==> config.mk <==
export PLATFORM = sky130hd
export DESIGN_NAME = frame_stats_accum
export DESIGN_NICKNAME = d
export VERILOG_FILES = /design/src/rtl/frame_stats_pkg.sv /design/src/rtl/frame_stats_accum_counter.sv /design/src/rtl/frame_stats_accum.sv
export SDC_FILE = /design/constraint.sdc
export NUM_CORES = 1
export LEC_CHECK = 0
export CAP_MARGIN = 30
export CORE_ASPECT_RATIO = 1.2
export CORE_MARGIN = 1.5
export CORE_UTILIZATION = 50
export DETAILED_ROUTE_END_ITERATION = 10
export PLACE_DENSITY = 0.77
export RECOVER_POWER = 100
export SLEW_MARGIN = 20
export SYNTH_ARGS = -nofsm -noshare
export SYNTH_HDL_FRONTEND = slang
export SYNTH_SLANG_ARGS = --single-unit
export TNS_END_PERCENT = 100
==> constraint.sdc <==
create_clock -name clk -period 4 [get_ports clk]
set_input_delay 0.6 -clock clk [delete_from_list [all_inputs] [get_ports clk]]
set_output_delay 0.6 -clock clk [all_outputs]
set_load 0.01 [all_outputs]
==> src/rtl/frame_stats_pkg.sv <==
// frame_stats_pkg: shared types and defaults for the per-port frame
// statistics accumulator.
//   - default counter / length widths
//   - counter lane indices, so the top and the bench agree on ordering
//   - stats_cnt_t: the four statistics as one record
package frame_stats_pkg;

    localparam int C_CNT_WIDTH_DEF = 64;
    localparam int C_LEN_WIDTH_DEF = 16;

    // Lane order of the four counters inside the top-level packed arrays.
    localparam int IDX_GOOD_FRAMES = 0;
    localparam int IDX_BAD_FRAMES  = 1;
    localparam int IDX_GOOD_BYTES  = 2;
    localparam int IDX_BAD_BYTES   = 3;
    localparam int NUM_CNT         = 4;

    typedef struct packed {
        logic [C_CNT_WIDTH_DEF-1:0] good_frames;
        logic [C_CNT_WIDTH_DEF-1:0] bad_frames;
        logic [C_CNT_WIDTH_DEF-1:0] good_bytes;
        logic [C_CNT_WIDTH_DEF-1:0] bad_bytes;
    } stats_cnt_t;

endpackage

==> src/rtl/frame_stats_accum_counter.sv <==
// stats_counter: one wrapping accumulator lane.
//   clk, rst : clock, synchronous active-high reset
//   inc_en   : add delta this cycle
//   delta    : amount to add
//   clear    : restart from zero; an increment at the same edge still lands
//   cnt      : current count, wraps modulo 2^W
module stats_counter #(
    parameter int W = 64
) (
    input  logic         clk,
    input  logic         rst,
    input  logic         inc_en,
    input  logic [W-1:0] delta,
    input  logic         clear,
    output logic [W-1:0] cnt
);

    // Clear zeroes the base, not the sum, so an event accumulated at the
    // clearing edge is attributed to the new epoch instead of being lost.
    always_ff @(posedge clk) begin
        if (rst)
            cnt <= '0;
        else
            cnt <= (clear ? '0 : cnt) + (inc_en ? delta : '0);
    end

endmodule

==> src/rtl/frame_stats_accum.sv <==
// frame_stats_accum: per-port good/bad frame and byte statistics.
//   clk, rst            : clock, synchronous active-high reset
//   enable              : gate for new frame events at the input stage
//   frame_valid/bytes/good : one-cycle frame completion event
//   snap_req            : capture the counters into the snapshot registers
//   clear_req           : restart the live counters
//   snap_*              : held snapshot values
//   snap_valid          : one-cycle pulse coincident with a new snapshot
//   live_good_frames    : live good-frame counter
module frame_stats_accum
    import frame_stats_pkg::*;
#(
    parameter int C_CNT_WIDTH = C_CNT_WIDTH_DEF,
    parameter int C_LEN_WIDTH = C_LEN_WIDTH_DEF
) (
    input  logic                   clk,
    input  logic                   rst,
    input  logic                   enable,
    input  logic                   frame_valid,
    input  logic [C_LEN_WIDTH-1:0] frame_bytes,
    input  logic                   frame_good,
    input  logic                   snap_req,
    input  logic                   clear_req,
    output logic [C_CNT_WIDTH-1:0] snap_good_frames,
    output logic [C_CNT_WIDTH-1:0] snap_bad_frames,
    output logic [C_CNT_WIDTH-1:0] snap_good_bytes,
    output logic [C_CNT_WIDTH-1:0] snap_bad_bytes,
    output logic                   snap_valid,
    output logic [C_CNT_WIDTH-1:0] live_good_frames
);

    // Input stage: only the valid bit needs reset; payload is don't-care
    // whenever ev_valid is low.
    logic                   ev_valid;
    logic [C_LEN_WIDTH-1:0] ev_len;
    logic                   ev_good;

    always_ff @(posedge clk) begin
        if (rst)
            ev_valid <= 1'b0;
        else
            ev_valid <= frame_valid & enable;
        ev_len  <= frame_bytes;
        ev_good <= frame_good;
    end

    logic [NUM_CNT-1:0]                  inc;
    logic [NUM_CNT-1:0][C_CNT_WIDTH-1:0] delta;
    logic [NUM_CNT-1:0][C_CNT_WIDTH-1:0] cnt_q;
    logic [NUM_CNT-1:0][C_CNT_WIDTH-1:0] snap_q;
    logic [C_CNT_WIDTH-1:0]              len_ext;

    assign len_ext = C_CNT_WIDTH'(ev_len);

    always_comb begin
        inc   = '0;
        delta = '0;
        inc[IDX_GOOD_FRAMES]   = ev_valid &  ev_good;
        inc[IDX_BAD_FRAMES]    = ev_valid & ~ev_good;
        inc[IDX_GOOD_BYTES]    = ev_valid &  ev_good;
        inc[IDX_BAD_BYTES]     = ev_valid & ~ev_good;
        delta[IDX_GOOD_FRAMES] = C_CNT_WIDTH'(1);
        delta[IDX_BAD_FRAMES]  = C_CNT_WIDTH'(1);
        delta[IDX_GOOD_BYTES]  = len_ext;
        delta[IDX_BAD_BYTES]   = len_ext;
    end

    genvar g;
    generate
        for (g = 0; g < NUM_CNT; g++) begin : g_cnt
            stats_counter #(.W(C_CNT_WIDTH)) u_cnt (
                .clk    (clk),
                .rst    (rst),
                .inc_en (inc[g]),
                .delta  (delta[g]),
                .clear  (clear_req),
                .cnt    (cnt_q[g])
            );
        end
    endgenerate

    // Snapshot takes the registered (pre-update) counters, so a same-edge
    // clear_req gives an atomic read-and-clear.
    always_ff @(posedge clk) begin
        if (rst) begin
            snap_q     <= '0;
            snap_valid <= 1'b0;
        end else begin
            snap_valid <= snap_req;
            if (snap_req)
                snap_q <= cnt_q;
        end
    end

    assign snap_good_frames = snap_q[IDX_GOOD_FRAMES];
    assign snap_bad_frames  = snap_q[IDX_BAD_FRAMES];
    assign snap_good_bytes  = snap_q[IDX_GOOD_BYTES];
    assign snap_bad_bytes   = snap_q[IDX_BAD_BYTES];
    assign live_good_frames = cnt_q[IDX_GOOD_FRAMES];

endmodule
==> impl_metrics.env <==
export IMPL_wl_met2_um=29500
export IMPL_slowest_stage="dfxtp_1"
export IMPL_violations="capacitance limit, slew limit"
export IMPL_worst_pin_slew_ps=3120
export IMPL_firstDrtPassIters=5
export IMPL_numClockSinks=531
export IMPL_nets=2941
export IMPL_slowest_delay_ps=550
export IMPL_cellPowerDensity_nw_per_um2=373
export IMPL_cts_tree="done"
export IMPL_critical_path_class="reg -> reg"
export IMPL_antenna_left=0
export IMPL_antenna_cells=0
export IMPL_die_w_um=202
export IMPL_synth_edf_count=0
export IMPL_holdCritStartpoint="snap_bad_frames[36]"
export IMPL_vias_per_cell=5.49
export IMPL_final_cell_area_um2=29100
export IMPL_regArea_um2=10600
export IMPL_synth_seq_area_share_pct=44.5
export IMPL_via_count=19455
export IMPL_yosysWarningCount=0
export IMPL_finalWeightedCongestion=0.922
export IMPL_ff2ff_path_depth=12
export IMPL_crit_path_frequent_cell="o21ai_0"
export IMPL_layout_drive_gt1_share_pct=5.13
export IMPL_cts_root_buf="clkbuf_16"
export IMPL_fin_tns_setup_ps=0
export IMPL_synth_area_um2=23900
export IMPL_die_area_um2=49100
export IMPL_timing_final_hold_violations=0
export IMPL_drt_wl_total_um=60500
export IMPL_h_tree_depth=2
export IMPL_top_level_ports=344
export IMPL_timing_rr_start="ev_valid"
export IMPL_slew_violations=112
export IMPL_grt_max_degree=181
export IMPL_leakagePower_nw=12.4
export IMPL_wl_met3_um=2840
export IMPL_synth_ff_type="dfxtp_1"
export IMPL_synth_avg_cell_area_um2=9.01
export IMPL_antenna_found_initial=0
export IMPL_ctsHoldBuffers=0
export IMPL_numPortBuffers=343
export IMPL_grt_util_all_layers_pct=24.2
export IMPL_worstHoldPathCells=2
export IMPL_clk_pin_slew_worst_paths_ps=70
export IMPL_worstPathCellList="nor2b_1 -> buf_4 -> and2_0 -> ha_1 -> o21ai_0 -> o21ai_0 -> nand4_1 -> a31oi_1 -> clkbuf_1 -> o211ai_2 -> or4_1 -> a21oi_1"
export IMPL_worst_setup_path_start_kind="flop"
export IMPL_ir_worst_vdd_uv=327
export IMPL_synth_cells=2651
export IMPL_die_y_um=242
export IMPL_numCtsBuffers=51
export IMPL_dpl_cell_area_um2=27400
export IMPL_multi_input_area_um2=12100
export IMPL_required_ps=4520
export IMPL_met1Wirelength_um=26000
export IMPL_cap_violations=2
export IMPL_core_um2=47000
export IMPL_clkLatencyLatePin_ps=600
export IMPL_synth_distinct_cells=71
export IMPL_crit_family="simple AND/OR/NAND/NOR gates"
export IMPL_cp_data_arrival_time_ps=4240
export IMPL_hold_path_end="snap_bad_frames[36]"
export IMPL_period_needed_ps=3710
export IMPL_syn2layout_area_growth_pct=22.0
export IMPL_r2r_end="g_cnt[3].u_cnt.cnt[63]"
export IMPL_maxSlewHeadroom_pct=-108
export IMPL_async_reset_ff_share_pct=0
export IMPL_routed_top_layer="met4"
export IMPL_first_iter_violations=1006
export IMPL_worstSetupEndpointType="flop"
export IMPL_start_util_pct=50.8
export IMPL_postCtsSetupBuffers=0
export IMPL_dp_hpwl_um=43000
export IMPL_cp_max_fo=18
export IMPL_drc_errors=0
export IMPL_cts_repair_resized=0
export IMPL_clockBufferDepth=3
export IMPL_path_buf_inv=2
export IMPL_grt_setup_unrepaired="no"
export IMPL_skew_ps=28.8
export IMPL_syn_nets=2712
export IMPL_setup_viol=0
export IMPL_fmax_mhz=269
export IMPL_ys_seq_elements=531
export IMPL_rows=87
export IMPL_grt_pass1_vias=19047
export IMPL_status="finished with violations"
export IMPL_grt_first_pass_wirelength_um=98200
export IMPL_r2r_slack_ps=290
export IMPL_grt_overflow_total=0
export IMPL_post_route_period_util_pct=92.8
export IMPL_post_drt_wl_per_cell_um=17.1
export IMPL_fill_cells=3962
export IMPL_hold_class="reg -> reg"
==> report_power, final <==
group	internal, mW	total [mW]	switching, mW
logic	0.119	0.349	0.230
registers	5.30	5.32	0.0148
clock network	3.13	5.20	2.07
==> cell usage after synthesis (36+ instances only) <==
cell        n  area (um^2)
nor2b_1   101          632
o21ai_0    55          275
a21oi_1    68          340
nor3_1     48          240
buf_4      64          480
clkbuf_1   94          353
and3_1     69          432
nand3_1    80          400
nand4_1    42          263
mux2i_1   256         2560
xnor2_1   121         1060
ha_1       36          450
nand2_1   158          593
nor2_1    506         1900
dfxtp_1   531        10600
xor2_1     64          561
==> worst reg2reg max path, cell delays in order, from the launching register on <==
cell and delay (ps):
dfxtp_1 550, nor2b_1 250, buf_4 210, and2_0 150, ha_1 230, o21ai_0 140, o21ai_0 300, nand4_1 210
a31oi_1 170, clkbuf_1 440, o211ai_2 290, or4_1 530, a21oi_1 150
==> how the worst max path moves through the flow <==
stage	start	to	cells past startpoint	slack, ps
5_1_grt	ev_valid	g_cnt[3].u_cnt.cnt[63]	12	40
2_1_floorplan	clear_req	g_cnt[3].u_cnt.cnt[48]	16	70
3_3_place_gp	clear_req	g_cnt[3].u_cnt.cnt[32]	11	320
4_1_cts	ev_valid	g_cnt[3].u_cnt.cnt[32]	12	390
3_5_place_dp	clear_req	g_cnt[3].u_cnt.cnt[32]	11	300
6_report	ev_valid	g_cnt[3].u_cnt.cnt[63]	12	290
==> layer usage <==
| layer | up-vias | GRT usage (%) |
|---|---|---|
| li1 | 9454 | - |
| met1 | 9327 | 30.4 |
| met2 | 558 | 41.5 |
| met3 | 116 | 3.32 |
| met4 | 0 | 9.98 |
| met5 | - | 0 |
==> registers in the layout, indices dropped and copies added (netlist names) <==
name,cells
snap_valid,1
ev_valid,1
snap_good_bytes,64
ev_good,1
snap_good_frames,64
ev_len,16
snap_bad_frames,64
snap_bad_bytes,64
g_cnt.u_cnt.cnt,256
==> logic make-up after synthesis <==
kind of cell / after synthesis / share of synthesized area (%)
compound gates: 230 / 6.27
xor+xnor: 185 / 6.79
fa+ha+maj: 38 / 2.05
buf+inv: 227 / 4.67
flops: 531 / 44.5
mux: 270 / 11.4
simple gates: 1170 / 24.3
==> layout make-up <==
cell class / instances / area share, %
repair buffers: 374 / 12.7
clock buffers: 73 / 5.15
inverters: 29 / 0.378
multi-input cells: 1893 / 41.4
well taps: 623 / 2.68
clock inverters: 23 / 1.16
flip-flops and latches: 531 / 36.5
==> cell usage in the layout (no fill, tap or decap), types with 18 or more instances in the layout <==
| cell type | instances |
|---|---|
| a21o_1 | 18 |
| nor2b_1 | 101 |
| and3_1 | 69 |
| nand3_1 | 80 |
| nor3_1 | 50 |
| inv_1 | 28 |
| a21oi_1 | 68 |
| and4_1 | 22 |
| nor2_1 | 506 |
| dfxtp_1 | 531 |
| o211ai_1 | 22 |
| and2_1 | 27 |
| ha_1 | 36 |
| buf_4 | 19 |
| mux2i_1 | 256 |
| xor2_1 | 64 |
| dlygate4sd3_1 | 338 |
| xnor2_1 | 121 |
| or3_1 | 31 |
| clkbuf_16 | 52 |
| nand4_1 | 42 |
| nand2_1 | 157 |
| o21ai_0 | 58 |
==> metrics by stage <==
stage	std cells	hold WS [ps]	worst slack (ps)	total power [mW]	utilization, %
floorplan	2651	452	73.0	5.68	-
global placement	3449	467	322	5.78	58.2
detailed placement	3450	476	297	5.79	58.3
CTS	3546	349	391	11.0	62.2
global route	3546	505	43.0	11.2	61.9
finish	3546	484	289	10.9	61.9
Note: power is estimated with default switching activity, not from simulation.
